$ cat src/rtl/glcd_char_sequencer_pkg.sv
// Shared types and constants for the graphic-LCD character sequencer.
// The display is two 64-column halves with 8 pages each; glyphs are 5 columns wide plus a 1-column spacer.
package glcd_char_sequencer_pkg;

  typedef enum logic [2:0] {
    IDLE,
    LOAD,
    SET_PAGE,
    SET_COL,
    DATA,
    NEXT
  } state_t;

  localparam logic [7:0] CMD_SET_PAGE = 8'hB8;
  localparam logic [7:0] CMD_SET_COL  = 8'h40;

  localparam int GLYPH_W   = 5;
  localparam int CELL_W    = 6;
  localparam int LINE_COLS = 126;
  localparam int HALF_COLS = 64;

  localparam logic [1:0] CS_LEFT  = 2'b01;
  localparam logic [1:0] CS_RIGHT = 2'b10;

  function automatic logic [1:0] half_sel(input logic [6:0] col);
    return (col < 7'(HALF_COLS)) ? CS_LEFT : CS_RIGHT;
  endfunction

  // Glyph columns go out most-significant byte first.
  function automatic logic [7:0] glyph_byte(input logic [39:0] glyph, input logic [2:0] idx);
    logic [7:0] b;
    case (idx)
      3'd0:    b = glyph[39:32];
      3'd1:    b = glyph[31:24];
      3'd2:    b = glyph[23:16];
      3'd3:    b = glyph[15:8];
      3'd4:    b = glyph[7:0];
      default: b = 8'h00;
    endcase
    return b;
  endfunction

endpackage

$ cat src/rtl/glcd_char_sequencer_cursor.sv
// Text cursor: page 0..7 and pixel column; home is applied before newline/advance in the same cycle.
// wrap qualifies advance so that reaching the end of the line moves to column 0 of the next page.
module glcd_cursor
  import glcd_char_sequencer_pkg::*;
(
  input  logic       clk,
  input  logic       reset,
  input  logic       home,
  input  logic       advance,
  input  logic       wrap,
  input  logic       newline,
  output logic [2:0] page,
  output logic [6:0] col
);

  logic [2:0] base_page;
  logic [6:0] base_col;
  logic [2:0] page_d;
  logic [6:0] col_d;

  always_comb begin
    base_page = home ? 3'd0 : page;
    base_col  = home ? 7'd0 : col;
    page_d    = base_page;
    col_d     = base_col;
    if (newline) begin
      col_d  = 7'd0;
      page_d = base_page + 3'd1;
    end else if (advance) begin
      if (wrap && ((base_col + 7'd1) == 7'(LINE_COLS))) begin
        col_d  = 7'd0;
        page_d = base_page + 3'd1;
      end else begin
        col_d = base_col + 7'd1;
      end
    end
  end

  always_ff @(posedge clk) begin
    if (!reset) begin
      page <= 3'd0;
      col  <= 7'd0;
    end else begin
      page <= page_d;
      col  <= col_d;
    end
  end

endmodule

$ cat src/rtl/glcd_char_sequencer.sv
// Turns ASCII characters into page/column commands plus six data bytes per glyph for a dual-half GLCD.
// The spacer byte is sent from NEXT so the line-wrap decision costs no extra cycle.
module glcd_char_sequencer
  import glcd_char_sequencer_pkg::*;
(
  input  logic        clk,
  input  logic        reset,
  input  logic        char_valid,
  input  logic [7:0]  char_data,
  output logic        char_ready,
  input  logic        home,
  output logic [6:0]  rom_addr,
  input  logic [39:0] rom_data,
  output logic        lcd_valid,
  input  logic        lcd_ready,
  output logic        lcd_rs,
  output logic [1:0]  lcd_cs,
  output logic [7:0]  lcd_data,
  output logic        busy
);

  state_t      state;
  state_t      state_d;
  logic [39:0] glyph;
  logic [2:0]  byte_idx;
  logic [2:0]  page;
  logic [6:0]  col;

  logic accept;
  logic is_print;
  logic is_newline;
  logic cur_home;
  logic cur_advance;
  logic cur_wrap;
  logic cur_newline;
  logic at_half;

  assign char_ready = reset && (state == IDLE);
  assign busy       = (state != IDLE);
  assign accept     = char_valid && char_ready;
  assign is_print   = !char_data[7] && (char_data[6:5] != 2'b00);
  assign is_newline = (char_data == 8'h0A);
  assign at_half    = ((col + 7'd1) == 7'(HALF_COLS));

  assign cur_home    = (state == IDLE) && home;
  assign cur_newline = accept && is_newline;
  assign cur_advance = lcd_ready && ((state == DATA) || (state == NEXT));
  assign cur_wrap    = (state == NEXT);

  glcd_cursor u_cursor (
    .clk     (clk),
    .reset   (reset),
    .home    (cur_home),
    .advance (cur_advance),
    .wrap    (cur_wrap),
    .newline (cur_newline),
    .page    (page),
    .col     (col)
  );

  always_comb begin
    state_d   = state;
    lcd_valid = 1'b0;
    lcd_rs    = 1'b0;
    lcd_cs    = 2'b00;
    lcd_data  = 8'h00;
    case (state)
      IDLE: begin
        if (accept && is_print) state_d = LOAD;
      end
      LOAD: begin
        state_d = SET_PAGE;
      end
      SET_PAGE: begin
        lcd_valid = 1'b1;
        lcd_cs    = half_sel(col);
        lcd_data  = CMD_SET_PAGE | {5'b0, page};
        if (lcd_ready) state_d = SET_COL;
      end
      SET_COL: begin
        lcd_valid = 1'b1;
        lcd_cs    = half_sel(col);
        lcd_data  = CMD_SET_COL | {2'b0, col[5:0]};
        // Re-addressing after a half crossing may land just before the spacer.
        if (lcd_ready) state_d = (byte_idx == 3'(CELL_W - 1)) ? NEXT : DATA;
      end
      DATA: begin
        lcd_valid = 1'b1;
        lcd_rs    = 1'b1;
        lcd_cs    = half_sel(col);
        lcd_data  = glyph_byte(glyph, byte_idx);
        if (lcd_ready) begin
          if (at_half)                              state_d = SET_PAGE;
          else if (byte_idx == 3'(GLYPH_W - 1))     state_d = NEXT;
          else                                      state_d = DATA;
        end
      end
      NEXT: begin
        lcd_valid = 1'b1;
        lcd_rs    = 1'b1;
        lcd_cs    = half_sel(col);
        lcd_data  = 8'h00;
        if (lcd_ready) state_d = IDLE;
      end
      default: state_d = IDLE;
    endcase
  end

  always_ff @(posedge clk) begin
    if (!reset) begin
      state    <= IDLE;
      rom_addr <= 7'd0;
      glyph    <= 40'd0;
      byte_idx <= 3'd0;
    end else begin
      state <= state_d;
      if (accept && is_print) begin
        rom_addr <= char_data[6:0] - 7'h20;
        byte_idx <= 3'd0;
      end
      if (state == LOAD) glyph <= rom_data;
      if ((state == DATA) && lcd_ready) byte_idx <= byte_idx + 3'd1;
    end
  end

endmodule

$ cat config.mk
export PLATFORM = sky130hd
export DESIGN_NAME = glcd_char_sequencer
export DESIGN_NICKNAME = d
export VERILOG_FILES = /design/src/rtl/glcd_char_sequencer_pkg.sv /design/src/rtl/glcd_char_sequencer_cursor.sv /design/src/rtl/glcd_char_sequencer.sv
export SDC_FILE = /design/constraint.sdc
export NUM_CORES = 1
export LEC_CHECK = 0
export CAP_MARGIN = 10
export CORE_ASPECT_RATIO = 1.25
export CORE_MARGIN = 8
export CORE_UTILIZATION = 45
export DETAILED_ROUTE_END_ITERATION = 16
export HOLD_SLACK_MARGIN = 0.1
export PLACE_DENSITY_LB_ADDON = 0.3
export SLEW_MARGIN = 0
export SYNTH_ARGS = -nofsm -noshare
export SYNTH_HDL_FRONTEND = slang
export SYNTH_SLANG_ARGS = --single-unit
$ cat constraint.sdc
create_clock -name clk -period 3.5 [get_ports clk]
set_input_delay 0.525 -clock clk [delete_from_list [all_inputs] [get_ports clk]]
set_output_delay 0.525 -clock clk [all_outputs]
set_load 0.01 [all_outputs]
==> results.json <==
{
  "dieArea_um2": 10100,
  "dpl_cell_area_um2": 3990,
  "area_growth_pct": 30.4,
  "dr.max_layer_used": "met4",
  "track_usage_pct": 18.3,
  "drt_first_pass_iters": 5,
  "antenna_found_initial": 0,
  "clock_sinks": 63,
  "cp.buffers_inverters": 2,
  "worstMarginPinSlew_ns": 0.570,
  "syn_inst": 425,
  "drive_gt1_share_pct": 8.15,
  "cap_violations": 0,
  "p_per_area_nw_per_um2": 540,
  "design_area_um2": 4190,
  "numCtsBuffers": 9,
  "min_path_type": "flip-flop to flip-flop",
  "fin_skew_ns": 0.00604,
  "syn_area_um2": 3210,
  "nNetsFinal": 548,
  "start_kind": "flip-flop",
  "layout.cells.most_common": "nand2_1",
  "clock.fmax_mhz": 315,
  "yosys-top-cells-area": "dfxtp_1, nand2_1, a21oi_1",
  "drt_iter0_markers": 207,
  "ir_drop_mv": 0.506,
  "htree_levels": 3,
  "drt-vias-per-instance": 5.55,
  "finalSetupViolCount": 0,
  "grt_pass1_vias": 3260,
  "max_stage_delay_ns": 0.51,
  "critPathMaxFanout": 10,
  "grt_setup_unrepaired": "false",
  "instances_no_fill": 581,
  "worstPathRequired_ns": 2.97,
  "synth_flop_cell": "dfxtp_1",
  "endpoint_kind": "primary output",
  "static-leakage-power_nw": 1.49,
  "register_area_um2": 1260,
  "p_total_mw": 2.26,
  "routed_wl_mm": 9.22,
  "fin_util_pct": 60.4,
  "multiInputGateArea_um2": 1780,
  "grt_pass1_wl_mm": 15.2,
  "port_buffers": 73,
  "ys_ff_latch": 63,
  "synthesis.nets": 487,
  "synth-seq-area-share_pct": 39.3,
  "min_period_ns": 3.18,
  "finalHoldViolations": 0,
  "fill_cells": 616,
  "place_inst": 565,
  "grt_overflow": 0,
  "synth_top_area_cell": "dfxtp_1",
  "clock_path_buffers": 2,
  "clkSlewWorstSetupHoldPaths_ns": 0.07,
  "postRouteAntennaNets": 0,
  "yosysWarningCount": 0,
  "final_max_slew_viol_count": 0,
  "critPathKind": "flip-flop to primary output",
  "async_reset_ff_share_pct": 0,
  "layout_common_cells": "nand2_1, clkdlybuf4s50_1, dfxtp_1",
  "status": "complete, no violations",
  "clkLatencyLatePin_ns": 0.36,
  "ios": 74,
  "dieHeight_um": 110,
  "die_w_um": 91.6,
  "start_util_pct": 46.3,
  "gp_congestion": 0.938,
  "synth_edf_count": 0,
  "cp_common_cell": "o21ai_0",
  "diodes": 0,
  "synth.distinct_cells": 52,
  "wl_per_cell_um": 15.9,
  "slowest_stage": "clkdlybuf4s50_1",
  "wl_met3_um": 663,
  "crit_chain": "inv_1, ha_1, and2_1, a222oi_1, o21ai_0, nand2_1, o21ai_0, clkdlybuf4s50_1",
  "tns_ns": 0,
  "max_slew_margin_pct": 61.8,
  "post-route-drc-count": 0,
  "route.met2.wl_mm": 4.69,
  "wirelength_met1_mm": 3.64,
  "fp.coreArea_um2": 6930,
  "final.period_utilization_pct": 90.8,
  "grt_start_max_net_pins": 54,
  "hpwl_mm": 6.73,
  "avgSynthCellArea_um2": 7.56,
  "cts_root_buf": "clkbuf_8",
  "core.rowCount": 34,
  "cts_tree": "built",
  "path_delay_family": "buffers and inverters",
  "arrival_ns": 2.65,
  "vias": 3227,
  "synth_top_area_share_pct": 39.3
}
-- report_power, final --
group	internal [mW]	switching, mW	leakage [nW]	total, mW
Combinational	0.300	0.393	0.880	0.692
Clock	0.329	0.311	0.0956	0.641
Sequential	0.843	0.0870	0.512	0.931
Total	1.47	0.791	1.49	2.26
-- metrics by stage --
step	hold WS [ns]	setup WS [ns]
finish	0.457	0.324
global route	0.478	0.0237
CTS	0.460	0.201
detailed placement	0.450	0.160
global placement	0.443	0.296
floorplan	0.433	0.619
-- cells by family after synthesis --
family	Yosys count	share of synthesized area (%)
muxes	7	2.22
buffers and inverters	44	5.69
xor gates and xnor gates	1	0.273
DFF	63	39.3
and+or+nand+nor	191	27.1
AOI/OAI and AO/OA	110	22.0
adders and majority gates	9	3.50
-- final timing paths --
kind / startpoint / cells past startpoint / end / slack (ns)
worst min-delay path: glyph[19] / 2 / glyph[19] / 0.46
worst max register to register: state[2] / 8 / u_cursor.page[2] / 0.51
worst min register to register: glyph[19] / 2 / glyph[19] / 0.46
worst max-delay path: byte_idx[0] / 8 / lcd_data[2] / 0.32
-- timing repair --
action	CTS	global route
hold buffers	0	0
resized for setup	0	1
buffers inserted	0	0
setup endpoints to repair	0	1
-- tightest hold or removal path, stage by stage (launching register included) --
cell and delay, ns:
dfxtp_1 0.31, nand2_1 0.05, a21oi_1 0.05
-- synth_stat cells, types with 2 or more instances --
| master | instances |
|---|---|
| mux2i_1 | 6 |
| nand2_1 | 120 |
| buf_1 | 2 |
| or3_1 | 4 |
| nor2_1 | 16 |
| a222oi_1 | 8 |
| nand4b_1 | 2 |
| inv_1 | 11 |
| nor2b_1 | 6 |
| or4b_2 | 2 |
| a22oi_1 | 7 |
| and2_1 | 5 |
| nand4_1 | 4 |
| a21oi_1 | 54 |
| nand3b_1 | 2 |
| nor3_1 | 5 |
| a31oi_1 | 3 |
| dfxtp_1 | 63 |
| o221ai_1 | 2 |
| o211ai_1 | 2 |
| o41ai_2 | 2 |
| a211oi_1 | 3 |
| nor4_1 | 2 |
| buf_2 | 2 |
| ha_1 | 9 |
| nand2b_1 | 4 |
| o21ai_0 | 19 |
| nand3_1 | 10 |
| buf_6 | 2 |
| clkbuf_1 | 26 |
-- routing by layer --
layer / vias up / track usage [%]
li1: 1593 / -
met1: 1491 / 19.5
met2: 123 / 31.9
met3: 20 / 6.30
met4: 0 / 7.89
met5: - / 0
-- registers in the layout, indices dropped and copies added, names as in the netlist --
name,count
byte_idx,3
glyph,40
rom_addr,7
state,3
u_cursor.col,7
u_cursor.page,3
-- area by class of cell --
class | instances | area share [%]
clock buffers | 9 | 2.96
flip-flops and latches | 63 | 30.1
multi-input cells | 318 | 42.4
repair buffers | 82 | 19.1
well taps | 90 | 2.69
clock inverters | 7 | 1.73
inverters | 12 | 1.07
(Power assumes the default switching activity.)
